`src/rtl/multiplier_2x3.sv`:
```
// Unsigned 2-bit x 3-bit multiplier: AND-gate partial products reduced by
// half/full adders, followed by a single register stage qualified by in_valid.

module multiplier_2x3 (
    input  logic       clk,
    input  logic       rst_n,
    input  logic       in_valid,
    input  logic [1:0] m,
    input  logic [2:0] q,
    output logic [4:0] p,
    output logic       out_valid
);

    // Adder cells return {carry, sum}.
    function automatic logic [1:0] halfAdd(input logic a, input logic b);
        return {a & b, a ^ b};
    endfunction

    function automatic logic [1:0] fullAdd(input logic a, input logic b, input logic c);
        return {(a & b) | (a & c) | (b & c), a ^ b ^ c};
    endfunction

    logic [2:0] w_pp0;
    logic [2:0] w_pp1;
    logic [1:0] w_bit1;
    logic [1:0] w_bit2;
    logic [1:0] w_bit3;
    logic [4:0] w_prod;

    assign w_pp0 = {3{m[0]}} & q;
    assign w_pp1 = {3{m[1]}} & q;

    // Row 1 is shifted by one column; each column feeds its carry upward.
    assign w_bit1 = halfAdd(w_pp0[1], w_pp1[0]);
    assign w_bit2 = fullAdd(w_pp0[2], w_pp1[1], w_bit1[1]);
    assign w_bit3 = halfAdd(w_pp1[2], w_bit2[1]);

    assign w_prod = {w_bit3[1], w_bit3[0], w_bit2[0], w_bit1[0], w_pp0[0]};

    logic [4:0] r_p;
    logic       r_outValid;

    always_ff @(posedge clk or negedge rst_n) begin
        if (!rst_n) begin
            r_p        <= 5'd0;
            r_outValid <= 1'b0;
        end else begin
            r_outValid <= in_valid;
            if (in_valid) begin
                r_p <= w_prod;
            end
        end
    end

    assign p         = r_p;
    assign out_valid = r_outValid;

endmodule

```
`config.mk`:
```
export PLATFORM = sky130hd
export DESIGN_NAME = multiplier_2x3
export DESIGN_NICKNAME = d
export VERILOG_FILES = /design/src/rtl/multiplier_2x3.sv
export SDC_FILE = /design/constraint.sdc
export NUM_CORES = 1
export LEC_CHECK = 0
export BUFFER_PORTS_ARGS = -buffer_cell sky130_fd_sc_hd__buf_2
export CORE_AREA = 10 10 47 49
export CTS_CLUSTER_SIZE = 24
export DETAILED_ROUTE_END_ITERATION = 7
export DIE_AREA = 0 0 57 59
export PLACE_DENSITY_LB_ADDON = 0.08
export SKIP_LAST_GASP = 1
export SYNTH_ARGS = -nofsm -noshare
export SYNTH_HDL_FRONTEND = slang
export SYNTH_SLANG_ARGS = --single-unit
```
`constraint.sdc`:
```
create_clock -name clk -period 1 [get_ports clk]
set_input_delay 0.1 -clock clk [delete_from_list [all_inputs] [get_ports clk]]
set_output_delay 0.1 -clock clk [all_outputs]
set_load 0.01 [all_outputs]
```
## After elaboration in Yosys (flattened, before gate mapping)

Cells that the tools add are included.
W data, S select, Z words.

| word-level totals | value |
|---|---|
| flip-flop bits (word level) | 6 |
| bits in latches | 0 |
| memory bits (writable) | 0 |
| memory bits (read-only) | 0 |
| output and inout port bits | 6 |
| memories | 0 |

| operators by class | value |
|---|---|
| add/subtract/negate cells | 0 |
| multiply operators | 0 |
| divide/modulo/power cells | 0 |
| magnitude comparators | 0 |
| eq/ne operators | 0 |
| shifts and indexed selects | 0 |
| mux-type cells | 0 |
| bitwise logic cells | 13 |
| reductions and logical operators | 0 |

Operators with widths:

| cell | number |
|---|---|
| $and A3 B3 Y3 | 2 |
| $and A1 B1 Y1 | 5 |
| $xor A1 B1 Y1 | 4 |
| $or A1 B1 Y1 | 2 |

## Depth between registers and ports, before layout

| logic depth | value |
|---|---|
| depth in word-level cells | 6 |
| gate-level depth with buffers | 7 |
| depth with buffers taken out | 7 |

## Least setup slack after synthesis

No wires, ideal clock.

| timing | value |
|---|---|
| path kind | input to register |
| start point | input q[1] |
| end point | register r_p[3] (netlist: p[3]) |
| setup time | 125 ps |
| arrival | 1,230 ps |
| data required time | 875 ps |
| path slack | -355 ps |
| stages | 7 |
| buffers on the path | 0 |
| cell sequence | and2_1 > ha_1 > inv_1 > fa_1 > inv_1 > ha_1 > mux2_4 |

| between the ends | value |
|---|---|
| word-level cells in the longest chain between the ends | 6 |
| elaborated cells between the ends (all ways) | 9 |
| those cells by class | bitwise: 9 |

RTL lines:

| element | RTL line | text |
|---|---|---|
| start: declaration | 9 | `input logic [2:0] q,` |
| $and A3 B3 Y3 | 30 | `assign w_pp0 = {3{m[0]}} & q;` |
| $and A1 B1 Y1 | 16 | `return {a & b, a ^ b};` |
| $and A1 B1 Y1 | 20 | `return {(a & b) \| (a & c) \| (b & c), a ^ b ^ c};` |
| $or A1 B1 Y1 | 20 |  |
| $or A1 B1 Y1 * | 20 |  |
| $xor A1 B1 Y1 * | 16 |  |
| named net w_bit3[0] | 27 | `logic [1:0] w_bit3;` |
| end signal: assignment | 50 | `r_p <= w_prod;` |
| end: declaration | 40 | `logic [4:0] r_p;` |

Mark *: on every way through the listed nets, which the timed path passes. The rest lies on a longest branch.
A chain may end at the register's enable or synchronous reset.

## Final worst setup path

| timing | value |
|---|---|
| start point | input m[0] |
| end point | register r_p[3] (netlist: p[3]) |

| between the ends | value |
|---|---|
| word-level cells in the longest chain between the ends | 6 |
| elaborated cells between the ends (all ways) | 8 |
| those cells by class | bitwise: 8 |

RTL lines:

| element | RTL line | text |
|---|---|---|
| start: declaration | 8 | `input logic [1:0] m,` |
| $and A3 B3 Y3 * | 30 |  |
| $and A1 B1 Y1 | 16 |  |
| $and A1 B1 Y1 | 20 |  |
| $or A1 B1 Y1 | 20 |  |
| $or A1 B1 Y1 * | 20 |  |
| $xor A1 B1 Y1 * | 16 |  |
| named net w_bit3[0] | 27 |  |

Marks and branches as above.

==> flow_summary.toml <==
[logic_synthesis]
syn-cell-area_um2 = 313
seq_area_frac_synth_pct = 48.0
synth_cell_type_count = 11
synthesis.nets = 36
synth_cells = 25
yosysWarnings = 0
syn_avg_cell_area_um2 = 12.5
synth-seq-cells = 6

[final_layout]
fillers = 154
multi_input_area_um2 = 169
final_area_um2 = 499
stdcell_count = 60
final_cell_mix = "9 x buf_2, 6 x dfrtp_1, 4 x buf_6"
layout_commonest_cell = "buf_2"
ff_latch_area_um2 = 150
fin_nets = 57
n_antenna_cell = 0
drive_gt1_share_pct = 65.9
postLayoutCoreUtil_pct = 35.6
syn_to_final_growth_pct = 59.6

[timing]
period_needed_ps = 1190
slew_headroom_pct = 87.4
skew_ps = 0
grt_setup_unrepaired = "yes"
hold_viol_final = 0
tightest_slew_ps = 188
drv_slew = 0
hold_slack_ps = 94.2
finalSetupViolCount = 2
fin_ws_ps = -185
min_period_over_period_pct = 119
fmax_ghz = 0.844
fin_setup_tns_ps = -222

[clocking]
cts_buffer_depth = 2
cts_buffers = 3
cts_tree = "built"
cts_sinks = 6
clk_latency_ps = 240
cts-htree-levels = 1
post_cts_buffers = 0
clk_pin_slew_ps = 40
cts-root-buf = "clkbuf_4"

[placement]
dpl_cell_area_um2 = 429
portBuffers = 13
dp.cells = 56
post-place-ws_ps = -514
hpwl_um = 708
gp_congestion = 0.684

[route]
viasPerCell = 4.25
drt-pass1-iter-count = 2
routedWlPerCell_um = 14.1
drtIter0Drc = 1
totalWireLength_um = 848
drcViolationCount = 0
ant_nets = 0
vias = 255

[worst_setup_path]
r2r_cells = 1
required_ps = 1120
critPathSlowestCell = "fa_2"
rr_endpoint = "p[3]$_DFFE_PN0P_"
startpoint_type = "input port"
path_cells = "buf_6 -> and2_4 -> ha_4 -> inv_2 -> fa_2 -> inv_2 -> ha_4 -> mux2_4"
critPathLaunch = "m[0]"
crit_fanout = 2
crit_arrival_ps = 1310
r2r_slack_ps = 230
crit_type = "in2reg"
timing.rr.start = "p[3]$_DFFE_PN0P_"
slowest_delay_ps = 330
crit_path_end = "p[3]$_DFFE_PN0P_"
worst_setup_path_end_kind = "flip-flop"

[floorplanning]
io_pins = 14
fp.dieArea_mm2 = 0.00336
rows = 14
fp.dieH_um = 59
coreArea_mm2 = 0.00140
die_w_um = 57
initial_core_util_pct = 22.3

[hold_path]
worstHoldPathType = "in2reg"

[global_route]
grt_usage_pct = 5.68
grt_pass1_vias = 319
grt.overflow.total = 0
grt_max_degree = 8
antenna_found_initial = 0
grt_first_pass_wirelength_um = 1390

[power]
power_mw = 0.650
ir_drop_v = 0.000576
p_leak_nw = 0.257
cellPowerDensity_mw_per_mm2 = 1300

[outcome]
violations = "negative setup slack"
outcome = "finished, violations left"

[run]
cap_violations = 0
-- cells by family (layout without fill, tap and decap cells) --
family / after synthesis / after routing / synth area share (%)
buffers and inverters: 5 / 24 / 8.40
multiplexers: 4 / 4 / 17.6
AO/OA/AOI/OAI: 1 / 1 / 1.60
AND/OR/NAND/NOR: 6 / 6 / 10.0
flip-flops: 6 / 6 / 48.0
adder cells (fa/ha/maj): 3 / 3 / 14.4
-- final cells by class --
cell class | count | area share, %
multi-input cells | 14 | 33.8
flip-flops and latches | 6 | 30.1
repair buffers | 17 | 24.6
clock buffers | 3 | 4.51
well taps | 16 | 4.01
inverters | 4 | 3.01
-- repair_timing --
action                     CTS  global route
pin swaps                    4             1
hold endpoints to repair     6             0
hold buffers                 1             0
setup endpoints to repair    2             2
resized for setup            6             0
-- worst max-delay path, delay by kind of cell --
family,cells,cell delay [ps]
buffers and inverters,3,170
and+or+nand+nor,1,140
muxes,1,250
adders and majority gates,3,640
-- worst min path at each step --
stage	start	endpoint	slack (ps)	cells after the start
finish	in_valid	out_valid$_DFF_PN0_	90	1
global route	in_valid	out_valid$_DFF_PN0_	80	1
CTS	in_valid	out_valid$_DFF_PN0_	80	1
detailed placement	rst_n	out_valid$_DFF_PN0_	-70	1
global placement	rst_n	out_valid$_DFF_PN0_	-70	1
floorplan	rst_n	out_valid$_DFF_PN0_	-200	0
-- synth_stat cells --
library cell | n | area, um^2
buf_6 | 1 | 11.3
mux2i_1 | 1 | 10.0
fa_1 | 1 | 20.0
nand2_1 | 2 | 7.51
nand3_1 | 1 | 5.00
o21ai_0 | 1 | 5.00
mux2_4 | 3 | 45.0
dfrtp_1 | 6 | 150
inv_1 | 4 | 15.0
and2_1 | 3 | 18.8
ha_1 | 2 | 25.0
-- report_power, final --
part | internal (mW) | switching [mW] | leakage [nW]
Combinational | 0.0869 | 0.0674 | 0.167
Clock | 0.135 | 0.0817 | 0.0138
Sequential | 0.268 | 0.0109 | 0.0757
Total | 0.490 | 0.160 | 0.257
-- per-layer routing --
layer  track usage [%]  vias up  share of wire [%]
met1              5.02      125                 41
li1                  -      116                  -
met2              8.06       12                 50
met5                 0        -                  0
met3              4.08        2                8.7
met4              6.04        0                  0
-- registers in the layout (all words and copies together), names as in the netlist --
name / flops
out_valid: 1
p: 5
Power figures use the tool's default switching activity.
